File: config.mk
export PLATFORM = sky130hd
export DESIGN_NAME = result_uart_tx
export DESIGN_NICKNAME = d
export VERILOG_FILES = /design/src/rtl/calc_pkg.sv /design/src/rtl/bin2bcd.sv /design/src/rtl/result_uart_tx.sv
export SDC_FILE = /design/constraint.sdc
export NUM_CORES = 1
export LEC_CHECK = 0
export ABC_CLOCK_PERIOD_IN_PS = 2130
export CORE_MARGIN = 4
export CORE_UTILIZATION = 56
export CTS_CLUSTER_SIZE = 30
export DETAILED_ROUTE_END_ITERATION = 10
export DONT_BUFFER_PORTS = 1
export PLACE_DENSITY = 0.85
export SLEW_MARGIN = 20
export SYNTH_ARGS = -nofsm -noshare
export SYNTH_HDL_FRONTEND = slang
export SYNTH_SLANG_ARGS = --single-unit
export TNS_END_PERCENT = 1
File: constraint.sdc
create_clock -name hwclk -period 2.13 [get_ports hwclk]
set_clock_uncertainty 0.2 [all_clocks]
set_input_delay 0.426 -clock hwclk [delete_from_list [all_inputs] [get_ports hwclk]]
set_output_delay 0.426 -clock hwclk [all_outputs]
set_load 0.01 [all_outputs]
File: src/rtl/calc_pkg.sv
// Shared types and constants for the result-to-UART decimal printer.
// Optional CR/LF trailer is enabled by defining RESULT_TX_EOL_EN.
package calc_pkg;

  typedef enum logic [1:0] {
    S_IDLE,
    S_CONV,
    S_SEND,
    S_GAP
  } tx_state_t;

  typedef enum logic [1:0] {
    K_MINUS,
    K_DIGIT,
    K_CR,
    K_LF
  } byte_kind_t;

  localparam logic [7:0] ASCII_ZERO  = 8'h30;
  localparam logic [7:0] ASCII_MINUS = 8'h2D;
  localparam logic [7:0] ASCII_CR    = 8'h0D;
  localparam logic [7:0] ASCII_LF    = 8'h0A;

  function automatic logic [3:0] dabble_adj(
    input logic [3:0] d
  );
    return (d >= 4'd5) ? d + 4'd3 : d;
  endfunction

endpackage

File: src/rtl/bin2bcd.sv
// Iterative double-dabble converter: one input bit per cycle.
// done is high during the final shift; bcd is final the cycle after.
module bin2bcd
  import calc_pkg::*;
#(
  parameter int WIDTH  = 9,
  parameter int DIGITS = 3
) (
  input  logic                  hwclk,
  input  logic                  reset,
  input  logic                  start,
  input  logic [WIDTH-1:0]      bin,
  output logic                  done,
  output logic [4*DIGITS-1:0]   bcd
);

  localparam int CW = $clog2(WIDTH + 1);

  logic [WIDTH-1:0]        r_sh;
  logic [4*DIGITS-1:0]     r_bcd;
  logic [CW-1:0]           r_cnt;
  logic                    r_run;

  logic [4*DIGITS-1:0]     w_adj;
  logic [4*DIGITS+WIDTH-1:0] w_nxt;

  always_comb begin
    w_adj = '0;
    for (int i = 0; i < DIGITS; i++) begin
      w_adj[4*i +: 4] = dabble_adj(r_bcd[4*i +: 4]);
    end
  end

  assign w_nxt = {w_adj[4*DIGITS-2:0], r_sh, 1'b0};

  always_ff @(posedge hwclk) begin
    if (reset) begin
      r_sh  <= '0;
      r_bcd <= '0;
      r_cnt <= '0;
      r_run <= 1'b0;
    end else if (start) begin
      r_sh  <= bin;
      r_bcd <= '0;
      r_cnt <= CW'(WIDTH);
      r_run <= 1'b1;
    end else if (r_run) begin
      r_bcd <= w_nxt[WIDTH +: 4*DIGITS];
      r_sh  <= w_nxt[WIDTH-1:0];
      r_cnt <= r_cnt - CW'(1);
      if (r_cnt == CW'(1)) begin
        r_run <= 1'b0;
      end
    end
  end

  assign done = r_run && (r_cnt == CW'(1));
  assign bcd  = r_bcd;

endmodule

File: src/rtl/result_uart_tx.sv
// Prints a signed result as ASCII decimal over a byte-wide UART strobe.
// Define RESULT_TX_EOL_EN to append CR LF after the last digit.
module result_uart_tx
  import calc_pkg::*;
#(
  parameter int WIDTH  = 9,
  parameter int DIGITS = 3
) (
  input  logic             hwclk,
  input  logic             reset,
  input  logic             result_valid,
  input  logic [WIDTH-1:0] result,
  input  logic             sign,
  input  logic             txready,
  output logic [7:0]       txdata,
  output logic             txclk,
  output logic             busy
);

  localparam int IW = (DIGITS > 1) ? $clog2(DIGITS) : 1;

  tx_state_t   r_state;
  byte_kind_t  r_kind;
  logic [WIDTH-1:0] r_mag;
  logic        r_sign;
  logic [IW-1:0] r_dig;
  logic        r_started;
  logic        r_last;
  logic [7:0]  r_txdata;
  logic        r_txclk;
  logic        r_busy;

  logic        w_start;
  logic        w_done;
  logic [4*DIGITS-1:0] w_bcd;
  logic [IW-1:0] w_lead;
  logic [IW-1:0] w_idx;
  logic [3:0]  w_dval;
  logic [7:0]  w_byte;
  logic        w_final;

  assign w_start = (r_state == S_IDLE) && result_valid;

  bin2bcd #(
    .WIDTH  (WIDTH),
    .DIGITS (DIGITS)
  ) u_bin2bcd (
    .hwclk (hwclk),
    .reset (reset),
    .start (w_start),
    .bin   (result),
    .done  (w_done),
    .bcd   (w_bcd)
  );

  // Highest nonzero digit; digit 0 when the value is zero.
  always_comb begin
    w_lead = '0;
    for (int i = 0; i < DIGITS; i++) begin
      if (w_bcd[4*i +: 4] != 4'd0) begin
        w_lead = IW'(i);
      end
    end
  end

  assign w_idx = r_started ? r_dig : w_lead;

  always_comb begin
    w_dval = 4'd0;
    for (int i = 0; i < DIGITS; i++) begin
      if (IW'(i) == w_idx) begin
        w_dval = w_bcd[4*i +: 4];
      end
    end
  end

  always_comb begin
    w_byte = ASCII_ZERO;
    unique case (r_kind)
      K_MINUS: w_byte = ASCII_MINUS;
      K_DIGIT: w_byte = ASCII_ZERO + {4'h0, w_dval};
`ifdef RESULT_TX_EOL_EN
      K_CR:    w_byte = ASCII_CR;
      K_LF:    w_byte = ASCII_LF;
`endif
      default: w_byte = ASCII_ZERO;
    endcase
  end

`ifdef RESULT_TX_EOL_EN
  assign w_final = (r_kind == K_LF);
`else
  assign w_final = (r_kind == K_DIGIT) && (w_idx == '0);
`endif

  always_ff @(posedge hwclk) begin
    if (reset) begin
      r_state   <= S_IDLE;
      r_kind    <= K_DIGIT;
      r_mag     <= '0;
      r_sign    <= 1'b0;
      r_dig     <= '0;
      r_started <= 1'b0;
      r_last    <= 1'b0;
      r_txdata  <= 8'h00;
      r_txclk   <= 1'b0;
      r_busy    <= 1'b0;
    end else begin
      unique case (r_state)
        S_IDLE: begin
          if (result_valid) begin
            r_mag   <= result;
            r_sign  <= sign;
            r_busy  <= 1'b1;
            r_state <= S_CONV;
          end
        end
        S_CONV: begin
          if (w_done) begin
            r_kind    <= (r_sign && (r_mag != '0)) ? K_MINUS : K_DIGIT;
            r_started <= 1'b0;
            r_state   <= S_SEND;
          end
        end
        S_SEND: begin
          if (txready) begin
            r_txdata <= w_byte;
            r_txclk  <= 1'b1;
            r_last   <= w_final;
            r_state  <= S_GAP;
            unique case (r_kind)
              K_MINUS: r_kind <= K_DIGIT;
              K_DIGIT: begin
                if (w_idx != '0) begin
                  r_dig     <= w_idx - IW'(1);
                  r_started <= 1'b1;
                end
`ifdef RESULT_TX_EOL_EN
                else begin
                  r_kind <= K_CR;
                end
`endif
              end
`ifdef RESULT_TX_EOL_EN
              K_CR:    r_kind <= K_LF;
`endif
              default: ;
            endcase
          end
        end
        S_GAP: begin
          r_txclk <= 1'b0;
          if (r_last) begin
            r_busy  <= 1'b0;
            r_state <= S_IDLE;
          end else begin
            r_state <= S_SEND;
          end
        end
        default: r_state <= S_IDLE;
      endcase
    end
  end

  assign txdata = r_txdata;
  assign txclk  = r_txclk;
  assign busy   = r_busy;

endmodule

* Word level (Yosys, flattened, before mapping)
Cells that the tools add are included.
W data, S select, Z words.
** Storage, ports and cells
- Bits of input ports :: 14
- Flip-flop bits (word level) :: 54
** Operators by class
- Add/sub/neg operators :: 6
- Mux-type cells :: 37
- Magnitude comparators :: 3
- Reductions and logical operators :: 24
- Equality and inequality tests :: 14
** Operators with widths (number)
- $mux W4 :: 7
- $mux W2 :: 9
- $mux W9 :: 2
- $pmux W7 S2 :: 1
- $ge A4 B3 Y1 const B :: 3
- $mux W1 :: 12
- $ne A2 B2 Y1 const B :: 5
- $reduce_bool A2 Y1 :: 5
- $reduce_bool A9 Y1 :: 1
- $add A4 B2 Y4 const B :: 2
- $pmux W2 S4 :: 1
- $reduce_and A4 Y1 :: 2
- $reduce_bool A4 Y1 :: 2
- $add A6 B4 Y7 const A :: 1
- $logic_not A2 Y1 :: 3
- $pmux W1 S2 :: 3
- $reduce_and A2 Y1 :: 3
- $reduce_and A3 Y1 :: 2
- $reduce_and A5 Y1 :: 1
- $eq A2 B1 Y1 const B :: 2
- $eq A2 B2 Y1 const B :: 2
- $eq A4 B1 Y1 const B :: 1
- $logic_and A1 B1 Y1 :: 4
- $ne A2 B1 Y1 const B :: 2
- 8 further kinds :: 8

* Depth between registers and ports, before layout
Gate-level depths: netlist (run 1).
- Word-level depth :: 10
- Depth in mapped cells :: 10
- Mapped depth without buffers :: 10

* Modules after synthesis
Synthesis (run 1) repeated with hierarchy kept, for this count alone.
** Second synthesis, totals
- Cells, all modules :: 300
- Area, all modules :: 2647.5 um^2
** By module, submodules not included
- bin2bcd :: instances 1, cells each 171, area each 1440.1 um^2
- result_uart_tx :: instances 1, cells each 129, area each 1207.4 um^2

* Worst setup path before layout (run 1)
No wires, ideal clock.
- Path type :: flip-flop to flip-flop
- Start :: register u_bin2bcd.r_bcd[8] (netlist: u_bin2bcd.bcd[8])
- End :: register r_txdata[0] (netlist: txdata[0])
- Data arrival time :: 1.955 ns
- Period minus slack after synthesis :: 2.286 ns
- Slack :: -0.156 ns
- Library setup time :: 0.131 ns
- Data required time :: 1.799 ns
- Stages on the path, launching flop included :: 11
- Path through :: dfxtp_1 inv_1 ha_1 or3b_1 o31a_1 inv_1 ha_1 nand3b_1 a21oi_1 a211oi_1 nor3_1
** On the way
- Word-level cells in the longest chain between the ends :: 9
- Elaborated cells on any way between the ends :: 11
- Classes of those cells :: add/sub (1); eq/ne (2); mux (6); reduce/logical (2)
** Ends and longest elaborated chain
- start, declared :: RTL line bin2bcd.sv:20 : logic [4*DIGITS-1:0] r_bcd;
- start signal, assigned :: RTL line bin2bcd.sv:48 : r_bcd <= w_nxt[WIDTH +: 4*DIGITS];
- $reduce_bool A4 Y1 :: RTL line result_uart_tx.sv:60 : if (w_bcd[4*i +: 4] != 4'd0) begin
- $mux W2 :: RTL line result_uart_tx.sv:60
- $mux W2 :: RTL line result_uart_tx.sv:66 : assign w_idx = r_started ? r_dig : w_lead;
- $logic_not A2 Y1 :: RTL line result_uart_tx.sv:71 : if (IW'(i) == w_idx) begin
- $mux W4 (2 in a row) :: RTL line result_uart_tx.sv:71
- $mux W4 (*) :: RTL line result_uart_tx.sv:71
- $add A6 B4 Y7 (*) :: RTL line result_uart_tx.sv:81 : K_DIGIT: w_byte = ASCII_ZERO + {4'h0, w_dval};
- $pmux W7 S2 (*) :: RTL line result_uart_tx.sv:79 : unique case (r_kind)
- end signal, assigned :: RTL line result_uart_tx.sv:127 : r_txdata <= w_byte;
- end, declared :: RTL line result_uart_tx.sv:29 : logic [7:0] r_txdata;
Every way passes the cells marked *; elsewhere a longest branch is shown, timed or not.
A chain may end at the register's enable or synchronous reset.

* Worst setup path in the final report (run 1)
- Start :: register u_bin2bcd.r_bcd[9] (netlist: u_bin2bcd.bcd[9])
- End :: register r_txdata[1] (netlist: txdata[1])
Same word-level chain as after synthesis.

==> out/results.ini, run 1 <==
[pwr]
power_frac_clock_pct = 37.4
powerDensity_nw_per_um2 = 759
pwr-share-comb_pct = 13.5
p_int_uw = 1590
power.leakage_uw = 0.000990
ir_worst_vdd_v = 0.000548
swShare_pct = 24.1
seqPwrFrac_pct = 49.2
power.switching_uw = 506

[timing]
period_minus_slack_ns = 2.29
max_freq_mhz = 436
fin_ws_ns = -0.163
rsz0062_at_grt = yes
setup_viol = 7
hold_viol = 0
slew_violations = 0
post-route-period-util_pct = 108
setup_tns_ns = -0.795

[yosys]
synth.area.top_cells = dfxtp_1 (42%), a21oi_1 (8.8%), nand2_1 (7.9%), ha_1 (5.6%), mux2_2 (3.7%)
synth_top_area_cell = dfxtp_1
synth_edf_count = 0
syn-cell-area_um2 = 2440
synth_seq_area_share_pct = 41.9
synth_warnings = 0
syn_avg_cell_area_um2 = 8.38
ys.flop_type = dfxtp_1
synth_async_sr_flop_share_pct = 0
synthTopCellsByCount = dfxtp_1 (51), nand2_1 (51), a21oi_1 (43), nor2_1 (15)
synth_seq_cells = 51
syn_inst = 291
netlist.area_leader.share_pct = 41.9
synth.distinct_cells = 43

[layout]
area_growth_pct = 13.3
multiInputGateArea_um2 = 1330
fillers = 292
instances_no_fill = 351
seq_area_um2 = 1020
nets = 325
drive_gt1_share_pct = 18.6
antennaDiodeCount = 0

[critical_path]
worstSetupEndpointType = flop
start_kind = flop
arrival_ns = 2.29
path_class = reg2reg
crit_required_ns = 2.12
reg2reg_depth = 9
cp_max_fo = 7

[drt]
ant_nets = 0
wl_per_cell_um = 14.4
firstDrtPassIters = 4
remaining_drc_errors = 0
wl_um = 5050
routed_via_density = 5.74
drt-initial-drc-count = 134
via_count = 2016

[place]
place.gp.congestion = 0.840
io_buffers = 0
place_hpwl_um = 3550
place_ws_ns = -0.136
placedCellCount = 341

[global_routing]
globalRouteOverflowTotal = 0
grt_max_degree = 37
first_global_vias = 1848
antenna_found_initial = 0
grt_pass1_wl_um = 8380
grt_usage_pct = 19.8

[flow_run]
max_cap_viol_count = 0

[clock_network]
clock_path_buffers = 2
htreeDepth = 2
clock_latency_ns = 0.30
clock-root-buffer = clkbuf_8
cts_tree = yes
path_clk_slew_ns = 0.09
cts_sinks = 51
numCtsBuffers = 5

[floorplan]
initial_core_util_pct = 59.3
chipWidth_um = 74.0
core_um2 = 4120
dieArea_um2 = 5470
die_h_um = 74.0
pin_count = 24
rows = 23

[outcome]
outcome = finished with violations
violations = negative setup slack

[hold_path]
hold_depth = 1
hp-class = in2reg

-- power by group through the flow --
stage	Sequential, µW	Clock, µW	Combinational, µW
2_1_floorplan	1040	0	232
3_3_place_gp	1050	0	251
3_5_place_dp	1050	0	260
4_1_cts	1030	796	278
5_1_grt	1040	838	315
6_report	1030	784	283
-- cell usage in the layout (no fill, tap or decap), drive strengths merged, types with 6 or more instances in the layout --
master,count
nand2,51
dfxtp,51
a21oi,43
buf,20
nor2,16
inv,12
ha,11
a211oi,10
nand3,9
o21ai,9
mux2,8
nand2b,6
-- worst max-delay path, cell delays in order (launching register included) --
cell and delay [ns]:
dfxtp_2 0.33, inv_2 0.08, ha_4 0.13, or3b_4 0.39
o31a_1 0.37, ha_4 0.22, a21oi_2 0.15, a21oi_2 0.05
o2111ai_1 0.18, a21oi_1 0.09
-- flip-flops by register name (all words and copies together), names as in the netlist --
name and count:
u_bin2bcd.r_run 1, u_bin2bcd.r_sh 9, r_dig 2, txclk 1
txdata 6, r_started 1, busy 1, r_state 2
r_last 1, r_sign 1, u_bin2bcd.r_cnt 4, u_bin2bcd.bcd 12
r_mag 9, r_kind 1
-- metrics by stage --
| stage | instance area (µm²) | hold slack, ns | power, µW | util (%) |
|---|---|---|---|---|
| 2_1_floorplan | 2500 | 0.232 | 1280 | - |
| 3_3_place_gp | 2580 | 0.236 | 1300 | 62.7 |
| 3_5_place_dp | 2580 | 0.244 | 1310 | 62.7 |
| 4_1_cts | 2740 | 0.0145 | 2110 | 66.5 |
| 5_1_grt | 2760 | 0.000286 | 2190 | 67.2 |
| 6_report | 2760 | 0.0223 | 2100 | 67.2 |
-- per-layer routing --
layer  track usage [%]  up-vias  wire (µm)  part of all wire [%]
met5                 0        -          0                     0
met4              6.64        0         64                   1.3
met3              5.81        6        265                   5.3
met2              33.0       47       2470                    49
met1              24.5      945       2250                    45
li1                  -     1018          -                     -
-- what timing repair did --
action / 4_1_cts / 5_1_grt
resized for setup: 2 / 5
buffers inserted: 0 / 1
pin swaps: 0 / 3
endpoints found under the setup margin: 5 / 7
hold endpoints to repair: 36 / 0
hold buffers: 1 / 0
-- logic make-up (layout without fill, tap and decap cells) --
logic type               Yosys count  after routing  share of synthesized area (%)
XOR/XNOR                           4              4                           1.44
buffers and inverters             31             40                           6.57
multiplexers                      10             10                           4.52
other                              1              2                          0.154
AND/OR/NAND/NOR                  109            109                           22.4
adder cells (fa/ha/maj)           11             11                           5.64
AO/OA/AOI/OAI                     74             74                           17.4
flip-flops                        51             51                           41.9
-- cell type report --
class	count	share of cell area, %
tap	50	2.26
sequential	51	37.0
clock buffer	5	2.49
multi-input combinational	210	48.3
inverter	12	1.63
timing repair buffer	20	5.89
clock inverter	3	2.44
-- worst paths after layout --
kind | start | to | slack [ns]
min reg2reg | r_mag[2] | r_mag[2] | 0.26
max | u_bin2bcd.bcd[9] | txdata[1] | -0.16
min | reset | r_kind[0] | 0.02
max reg2reg | u_bin2bcd.bcd[9] | txdata[1] | -0.16
(Power assumes the default switching activity.)
==> run 2: changes to the inputs <==
--- a/config.mk
+++ b/config.mk
@@ -12,7 +12,6 @@
 export DETAILED_ROUTE_END_ITERATION = 10
 export DONT_BUFFER_PORTS = 1
 export PLACE_DENSITY = 0.85
-export SLEW_MARGIN = 20
 export SYNTH_ARGS = -nofsm -noshare
 export SYNTH_HDL_FRONTEND = slang
 export SYNTH_SLANG_ARGS = --single-unit
==> results of run 2 <==
The final DEF is identical to that of run 1; final timing and power are the same.
